## src/rtl/spi_target_core_pkg.sv

```systemverilog
// Shared SPI target definitions: FSM encoding, default dummy byte, latched config and shift helper.
package spi_target_core_pkg;

    localparam int unsigned SPI_TGT_BYTE_W = 8;
    localparam int unsigned SPI_TGT_CNT_W  = 3;

    localparam logic [0:0] SPI_TGT_IDLE = 1'b0;
    localparam logic [0:0] SPI_TGT_SEL  = 1'b1;

    localparam logic [SPI_TGT_BYTE_W-1:0] SPI_TGT_DUMMY_BYTE = 8'hFF;

    typedef struct packed {
        logic cpol;
        logic cpha;
        logic lsb;
    } spi_tgt_cfg_t;

    // One-bit shift in the selected order; din enters at the end opposite the outgoing bit.
    function automatic logic [SPI_TGT_BYTE_W-1:0] spi_tgt_shift(
        input logic [SPI_TGT_BYTE_W-1:0] sr,
        input logic                      din,
        input logic                      lsb
    );
        return lsb ? {din, sr[SPI_TGT_BYTE_W-1:1]} : {sr[SPI_TGT_BYTE_W-2:0], din};
    endfunction

endpackage

```

## src/rtl/spi_target_sync.sv

```systemverilog
// N-flop synchronizer with a history flop; rise/fall are combinational from the flops.
module spi_target_sync #(
    parameter int unsigned STAGES = 2
) (
    input  logic clk_i,
    input  logic rst_i,
    input  logic d_i,
    output logic level_o,
    output logic rise_c_o,
    output logic fall_c_o
);

    logic [STAGES-1:0] sync_q;
    logic              hist_q;

    always_ff @(posedge clk_i) begin
        if (rst_i) begin
            sync_q <= '0;
            hist_q <= 1'b0;
        end else begin
            sync_q <= {sync_q[STAGES-2:0], d_i};
            hist_q <= sync_q[STAGES-1];
        end
    end

    assign level_o  = sync_q[STAGES-1];
    assign rise_c_o = sync_q[STAGES-1] & ~hist_q;
    assign fall_c_o = ~sync_q[STAGES-1] & hist_q;

endmodule

```

## src/rtl/spi_target_core.sv

```systemverilog
// Single-lane SPI target: oversampled bus, 8-bit frames, TX/RX valid/ready byte handshakes.
module spi_target_core
    import spi_target_core_pkg::*;
#(
    parameter int unsigned                 SYNC_STAGES = 2,
    parameter logic [SPI_TGT_BYTE_W-1:0]   DUMMY_BYTE  = SPI_TGT_DUMMY_BYTE
) (
    input  logic                      clk_i,
    input  logic                      rst_i,
    input  logic                      en_i,
    input  logic                      cpol_i,
    input  logic                      cpha_i,
    input  logic                      lsb_i,
    input  logic                      tx_valid_i,
    output logic                      tx_ready_o,
    input  logic [SPI_TGT_BYTE_W-1:0] tx_data_i,
    output logic                      rx_valid_o,
    input  logic                      rx_ready_i,
    output logic [SPI_TGT_BYTE_W-1:0] rx_data_o,
    output logic                      busy_o,
    output logic                      ovr_o,
    output logic                      udr_o,
    input  logic                      spi_sck_i,
    input  logic                      spi_nss_i,
    input  logic                      spi_mosi_i,
    output logic                      spi_miso_o,
    output logic                      spi_miso_en_o
);

    logic sck_lvl, sck_rise, sck_fall;
    logic nss_lvl, nss_rise, nss_fall;
    logic mosi_s, mosi_rise, mosi_fall;

    spi_target_sync #(.STAGES(SYNC_STAGES)) u_sync_sck (
        .clk_i(clk_i), .rst_i(rst_i), .d_i(spi_sck_i),
        .level_o(sck_lvl), .rise_c_o(sck_rise), .fall_c_o(sck_fall)
    );
    spi_target_sync #(.STAGES(SYNC_STAGES)) u_sync_nss (
        .clk_i(clk_i), .rst_i(rst_i), .d_i(spi_nss_i),
        .level_o(nss_lvl), .rise_c_o(nss_rise), .fall_c_o(nss_fall)
    );
    spi_target_sync #(.STAGES(SYNC_STAGES)) u_sync_mosi (
        .clk_i(clk_i), .rst_i(rst_i), .d_i(spi_mosi_i),
        .level_o(mosi_s), .rise_c_o(mosi_rise), .fall_c_o(mosi_fall)
    );

    logic unused_sync_bits;
    assign unused_sync_bits = ^{sck_lvl, nss_lvl, mosi_rise, mosi_fall};

    logic [0:0]                state_q, state_d;
    spi_tgt_cfg_t              cfg_q, cfg_d;
    logic [SPI_TGT_CNT_W-1:0]  bit_cnt_q, bit_cnt_d;
    logic [SPI_TGT_BYTE_W-1:0] rx_sr_q, rx_sr_d;
    logic [SPI_TGT_BYTE_W-1:0] tx_sr_q, tx_sr_d;
    logic [SPI_TGT_BYTE_W-1:0] rx_data_q, rx_data_d;
    logic                      load_pend_q, load_pend_d;
    logic                      rx_valid_q, rx_valid_d;
    logic                      tx_ready_q, tx_ready_d;
    logic                      udr_q, udr_d;
    logic                      ovr_q, ovr_d;
    logic                      busy_q, busy_d;
    logic                      miso_q, miso_d;
    logic                      miso_en_q, miso_en_d;

    // Leading edge leaves the cpol level; cpha picks which edge samples.
    logic lead_edge, trail_edge, sample_edge, shift_edge;
    assign lead_edge   = cfg_q.cpol ? sck_fall : sck_rise;
    assign trail_edge  = cfg_q.cpol ? sck_rise : sck_fall;
    assign sample_edge = cfg_q.cpha ? trail_edge : lead_edge;
    assign shift_edge  = cfg_q.cpha ? lead_edge : trail_edge;

    logic tx_load, byte_done;

    always_comb begin
        state_d     = state_q;
        cfg_d       = cfg_q;
        bit_cnt_d   = bit_cnt_q;
        rx_sr_d     = rx_sr_q;
        tx_sr_d     = tx_sr_q;
        rx_data_d   = rx_data_q;
        load_pend_d = load_pend_q;
        rx_valid_d  = rx_valid_q;
        tx_ready_d  = 1'b0;
        udr_d       = 1'b0;
        ovr_d       = 1'b0;
        tx_load     = 1'b0;
        byte_done   = 1'b0;

        if (rx_valid_q && rx_ready_i) begin
            rx_valid_d = 1'b0;
        end

        case (state_q)
            SPI_TGT_IDLE: begin
                if (en_i && nss_fall) begin
                    cfg_d.cpol  = cpol_i;
                    cfg_d.cpha  = cpha_i;
                    cfg_d.lsb   = lsb_i;
                    bit_cnt_d   = '0;
                    load_pend_d = 1'b0;
                    tx_load     = ~cpha_i;
                    state_d     = SPI_TGT_SEL;
                end
            end
            SPI_TGT_SEL: begin
                if (!en_i) begin
                    state_d = SPI_TGT_IDLE;
                end else begin
                    if (sample_edge) begin
                        rx_sr_d   = spi_tgt_shift(rx_sr_q, mosi_s, cfg_q.lsb);
                        bit_cnt_d = bit_cnt_q + SPI_TGT_CNT_W'(1);
                        if (bit_cnt_q == SPI_TGT_CNT_W'(7)) begin
                            byte_done   = 1'b1;
                            load_pend_d = ~cfg_q.cpha;
                        end
                    end
                    if (shift_edge) begin
                        if (cfg_q.cpha ? (bit_cnt_q == '0) : load_pend_q) begin
                            tx_load     = 1'b1;
                            load_pend_d = 1'b0;
                        end else begin
                            tx_sr_d = spi_tgt_shift(tx_sr_q, 1'b0, cfg_q.lsb);
                        end
                    end
                    // Sample above is kept even when the frame ends this cycle.
                    if (nss_rise) begin
                        state_d = SPI_TGT_IDLE;
                    end
                end
            end
            default: state_d = SPI_TGT_IDLE;
        endcase

        if (tx_load) begin
            if (tx_valid_i) begin
                tx_sr_d    = tx_data_i;
                tx_ready_d = 1'b1;
            end else begin
                tx_sr_d = DUMMY_BYTE;
                udr_d   = 1'b1;
            end
        end

        if (byte_done) begin
            if (!rx_valid_q || rx_ready_i) begin
                rx_data_d  = rx_sr_d;
                rx_valid_d = 1'b1;
            end else begin
                ovr_d = 1'b1;
            end
        end

        busy_d    = (state_d == SPI_TGT_SEL);
        miso_en_d = busy_d;
        miso_d    = busy_d & (cfg_d.lsb ? tx_sr_d[0] : tx_sr_d[SPI_TGT_BYTE_W-1]);
    end

    always_ff @(posedge clk_i) begin
        if (rst_i) begin
            state_q     <= SPI_TGT_IDLE;
            cfg_q       <= '0;
            bit_cnt_q   <= '0;
            rx_sr_q     <= '0;
            tx_sr_q     <= '0;
            rx_data_q   <= '0;
            load_pend_q <= 1'b0;
            rx_valid_q  <= 1'b0;
            tx_ready_q  <= 1'b0;
            udr_q       <= 1'b0;
            ovr_q       <= 1'b0;
            busy_q      <= 1'b0;
            miso_q      <= 1'b0;
            miso_en_q   <= 1'b0;
        end else begin
            state_q     <= state_d;
            cfg_q       <= cfg_d;
            bit_cnt_q   <= bit_cnt_d;
            rx_sr_q     <= rx_sr_d;
            tx_sr_q     <= tx_sr_d;
            rx_data_q   <= rx_data_d;
            load_pend_q <= load_pend_d;
            rx_valid_q  <= rx_valid_d;
            tx_ready_q  <= tx_ready_d;
            udr_q       <= udr_d;
            ovr_q       <= ovr_d;
            busy_q      <= busy_d;
            miso_q      <= miso_d;
            miso_en_q   <= miso_en_d;
        end
    end

    assign tx_ready_o    = tx_ready_q;
    assign rx_valid_o    = rx_valid_q;
    assign rx_data_o     = rx_data_q;
    assign busy_o        = busy_q;
    assign ovr_o         = ovr_q;
    assign udr_o         = udr_q;
    assign spi_miso_o    = miso_q;
    assign spi_miso_en_o = miso_en_q;

endmodule

```

## config.mk

```make
export PLATFORM = sky130hd
export DESIGN_NAME = spi_target_core
export DESIGN_NICKNAME = d
export VERILOG_FILES = /design/src/rtl/spi_target_core_pkg.sv /design/src/rtl/spi_target_sync.sv /design/src/rtl/spi_target_core.sv
export SDC_FILE = /design/constraint.sdc
export NUM_CORES = 1
export LEC_CHECK = 0
export CAP_MARGIN = 0
export CORE_MARGIN = 5
export CORE_UTILIZATION = 56
export DETAILED_ROUTE_END_ITERATION = 10
export PLACE_DENSITY = 0.9
export REMOVE_ABC_BUFFERS = 1
export SKIP_LAST_GASP = 1
export SLEW_MARGIN = 20
export SYNTH_ARGS = -nofsm -noshare
export SYNTH_HDL_FRONTEND = slang
export SYNTH_HIERARCHICAL = 1
export SYNTH_SLANG_ARGS = --single-unit
```

## constraint.sdc

```tcl
create_clock -name clk_i -period 5.9 [get_ports clk_i]
set_clock_uncertainty 0.15 [all_clocks]
set_input_delay 0.59 -clock clk_i [delete_from_list [all_inputs] [get_ports clk_i]]
set_output_delay 0.59 -clock clk_i [all_outputs]
set_load 0.01 [all_outputs]
```

After elaboration in Yosys (flattened, before gate mapping)
Cells that the tools add are included.
{"block": "totals", "register_bits": 45, "ram_bits": 0, "output_inout_bits": 15, "latchBits": 0, "mem_count": 0, "inputBits": 19, "romBits": 0, "word_cells": 104}
{"block": "op_classes", "n_lt_le_gt_ge": 0, "n_mul": 0, "bitwise": 14, "eq_ne": 5, "n_div": 0, "muxes": 49, "shift": 0, "reduce_logical": 15, "n_addsub": 1}
{"op": "8-bit two-way mux", "n": 11}
{"op": "1-bit two-way mux", "n": 31}
{"op": "3-bit two-way mux", "n": 3}
{"op": "1-bit inverter", "n": 9}
{"op": "2-bit != test (second input constant)", "n": 3}
{"op": "1-bit case mux with 2 select lines", "n": 3}
{"op": "3-bit case mux with 2 select lines", "n": 1}
{"op": "2-bit AND reduction", "n": 3}
{"op": "2-bit nonzero test", "n": 3}
{"op": "1-bit AND", "n": 5}
{"op": "4-bit AND reduction", "n": 1}
{"op": "2-bit OR reduction", "n": 2}
{"op": "3-bit by 1-bit adder with 3-bit output (second input constant)", "n": 1}
{"op": "3-bit == test (second input constant)", "n": 1}
{"op": "3-bit zero test", "n": 1}
{"op": "3-bit AND reduction", "n": 1}
{"op": "1-bit logical AND", "n": 2}
{"op": "2-bit by 1-bit != test with 1-bit output (second input constant)", "n": 1}
{"op": "1-bit zero test", "n": 1}
{"op": "1-bit logical OR", "n": 1}

Longest topological paths before layout
{"block": "depth", "ltp_word": 10, "mapped_depth": 7}

By module
Netlist, hierarchy kept.
{"mod": "spi_target_core", "n_inst": 1, "area_each_um2": 1736.7, "cells_per_inst": 176}
{"mod": "spi_target_sync", "n_inst": 3, "area_each_um2": 91.3, "cells_per_inst": 8}

Least setup slack after synthesis
OpenSTA, ideal clock, no wires.
{"block": "synth_path", "path_kind": "input port to flip-flop", "startpoint": "in cpha_i", "endpoint": "reg tx_sr_q[1]", "arrival_ns": 1.724, "path_stages": 3, "path_slack_ns": 3.911, "t_required_ns": 5.635, "setup_time_ns": 0.115, "path_cell_list": "nor4bb_1 > o21ai_1 > o21a_1"}
{"block": "synth_between", "elab_chain_cells": 5, "elab_cells_between_ends": 9, "cone_classes": "eq/ne: 1; mux: 3; bitwise: 1; reduce/logical: 4"}
{"element": "from (decl)", "line": "spi_target_core.sv:12", "rtl": "input logic cpha_i,"}
{"element": "1-bit inverter (*)", "line": "spi_target_core.sv:101", "rtl": "tx_load = ~cpha_i;"}
{"element": "1-bit two-way mux (*)", "line": "spi_target_core.sv:95", "rtl": "if (en_i && nss_fall) begin"}
{"element": "1-bit case mux with 2 select lines (*)", "line": "spi_target_core.sv:93", "rtl": "case (state_q)"}
{"element": "2-bit != test (no source line) or 2-bit nonzero test (tied branches)"}
{"element": "4-bit AND reduction (no source line)"}
{"element": "to (signal assigned)", "line": "spi_target_core.sv:179", "rtl": "tx_sr_q <= tx_sr_d;"}
{"element": "to (decl)", "line": "spi_target_core.sv:54", "rtl": "logic [SPI_TGT_BYTE_W-1:0] tx_sr_q, tx_sr_d;"}
Every way passes the cells marked *; elsewhere a longest branch is shown, timed or not.
A chain may end at the register's enable or synchronous reset.

Final worst setup path
{"block": "layout_path", "startpoint": "in en_i", "endpoint": "reg tx_sr_q[6]"}
{"block": "layout_between", "elab_chain_cells": 5, "elab_cells_between_ends": 10, "cone_classes": "eq/ne: 1; mux: 4; reduce/logical: 5"}
{"element": "from (decl)", "line": "spi_target_core.sv:10", "rtl": "input logic en_i,"}
{"element": "1-bit logical AND", "line": "spi_target_core.sv:95"}
{"element": "1-bit two-way mux", "line": "spi_target_core.sv:95"}
{"element": "1-bit case mux with 2 select lines", "line": "spi_target_core.sv:93"}
{"element": "2-bit != test (no source line) or 2-bit nonzero test (tied branches)"}
{"element": "4-bit AND reduction (no source line)"}
Several ways; a longest one is shown, not always the timed one.

==> flow_metrics.tcl <==
set metrics [dict create \
    finalMaxSlewViolations 0 \
    cp-end-kind "flop" \
    cp_cell_sequence "clkdlybuf4s50_1, nor4bb_1, o21ai_1, o21a_1" \
    worst_pin_slew_ns 0.879 \
    cts_max_path_buffers 2 \
    holdBufCountCts 0 \
    antenna_found_initial 0 \
    ant_nets 0 \
    cts_buffers 5 \
    diodes 0 \
    syn_to_final_growth_pct 20.7 \
    drive_above_1_share 0.131 \
    ys.warnings.count 6 \
    drt_wl_total_um 3920 \
    clkSinkCount 45 \
    grt_pass1_vias 1569 \
    dpl.hpwl_um 2720 \
    core_um2 3360 \
    first_pass_iters 4 \
    dieHeight_um 69.3 \
    worst_setup_path_start_kind "input port" \
    post_cts_buffers 0 \
    drc 0 \
    synth.avg_cell_area_um2 10.1 \
    via_per_inst 5.54 \
    cts_root_buf "clkbuf_4" \
    hold_viol 0 \
    gp_congestion 0.838 \
    p_leak_nw 0.848 \
    path_buf_inv 1 \
    slowest_delay_ns 0.73 \
    dieArea_um2 4810 \
    cts_resized 0 \
    postLayoutCellArea_um2 2380 \
    syn_area_um2 1970 \
    overflow 0 \
    power_density_nw_per_um2 204 \
    finalCritPeriodShare 0.408 \
    worst_ep_required_time_ns 6.01 \
    r2r_slack_ns 3.65 \
    path_clk_slew_ns 0.12 \
    tns_ns 0 \
    rsz0062_at_grt "false" \
    crit_family "simple AND/OR/NAND/NOR gates" \
    io_pins 34 \
    min_period_ns 2.41 \
    start_util 0.586 \
    status "complete, no violations" \
    final_core_util 0.708 \
    cp_slowest_cell "nor4bb_1" \
    drtIter0Drc 125 \
    timing.fmax_mhz 415 \
    setup_viol 0 \
    vdd_drop_max_mv 0.142 \
    wl_per_cell_um 14.3 \
    htreeDepth 2 \
    portBuffers 33 \
    die_w_um 69.3 \
    nNetsFinal 251 \
    syn_inst 196 \
    grt_pass1_wl_um 7020 \
    grt_max_degree 39 \
    hp-class "flop to flop" \
    grt_use_total 0.175 \
    crit_arrival_ns 2.52 \
    crit_fanout 7 \
    clk_latency_ns 0.35 \
    vias 1524 \
    placed_cell_area_um2 2320 \
    critical_path_class "input port to flop" \
    cts_tree "done" \
    relSlewSlack 0.406 \
    maxCapViolCount 0 \
    rows 21 \
]
metal layers:
metal / vias to the layer above / part of all wire / track usage
li1: 763 / - / -
met1: 709 / 0.44 / 0.211
met2: 45 / 0.49 / 0.293
met3: 7 / 0.055 / 0.0536
met4: 0 / 0.013 / 0.0586
met5: - / 0 / 0
cell type report:
type,count,area (um2)
multi-input combinational,138,1010
inverter,5,18.8
sequential,45,901
tap,46,57.6
timing repair buffer,34,338
fill,282,983
clock buffer,7,55.1
worst paths after layout:
kind                        startpoint                   end  cells after the start
hold / removal    u_sync_nss/sync_q[0]  u_sync_nss/sync_q[1]                      1
hold reg to reg   u_sync_nss/sync_q[0]  u_sync_nss/sync_q[1]                      1
setup reg to reg     u_sync_nss/hist_q            tx_sr_q[6]                      4
setup / recovery                  en_i            tx_sr_q[6]                      4
through the flow:
step	std cells	power (mW)	setup WS (ns)	hold slack, ns
after global placement	268	0.345	3.19	0.268
final	275	0.486	3.49	0.297
after CTS	275	0.489	3.52	0.301
after detailed placement	268	0.346	3.15	0.278
after floorplan	188	0.326	3.91	0.264
after global routing	275	0.506	3.32	0.323
worst register-to-register path: cells and delay by family (launching register included):
family	cells	cell delay (ns)
AOI/OAI and AO/OA	2	0.63
DFF	1	0.36
and+or+nand+nor	2	1.01
report_power, final:
part	leakage [nW]	internal (mW)	switching, mW	total (mW)
Clock	0.0314	0.0564	0.0904	0.147
Combinational	0.453	0.0176	0.0123	0.0299
Sequential	0.364	0.307	0.00232	0.309
Total	0.848	0.381	0.105	0.486
layout by cell type (no fill, tap or decap), types with 3 or more instances in the layout:
cell type and n:
mux2i_1 12, inv_1 5, a31oi_1 7, nor2b_1 13
o21a_1 6, nand2_1 13, o211ai_1 3, ha_1 3
clkdlybuf4s50_1 33, mux2_2 16, nor2_1 15, o2bb2ai_1 8
clkbuf_4 5, o21ai_0 8, nand2b_1 4, dfxtp_1 45
a21oi_1 8
flip-flops by register name (all words and copies together), names as in the netlist:
signal,count
udr_o,1
u_sync_sck/sync_q,2
spi_miso_en_o,1
rx_data_o,8
u_sync_sck/hist_q,1
u_sync_nss/hist_q,1
cfg_q,3
u_sync_mosi/sync_q,2
tx_sr_q,8
rx_valid_o,1
load_pend_q,1
ovr_o,1
rx_sr_q,8
spi_miso_o,1
u_sync_nss/sync_q,2
bit_cnt_q,3
tx_ready_o,1
(Power assumes the default switching activity.)
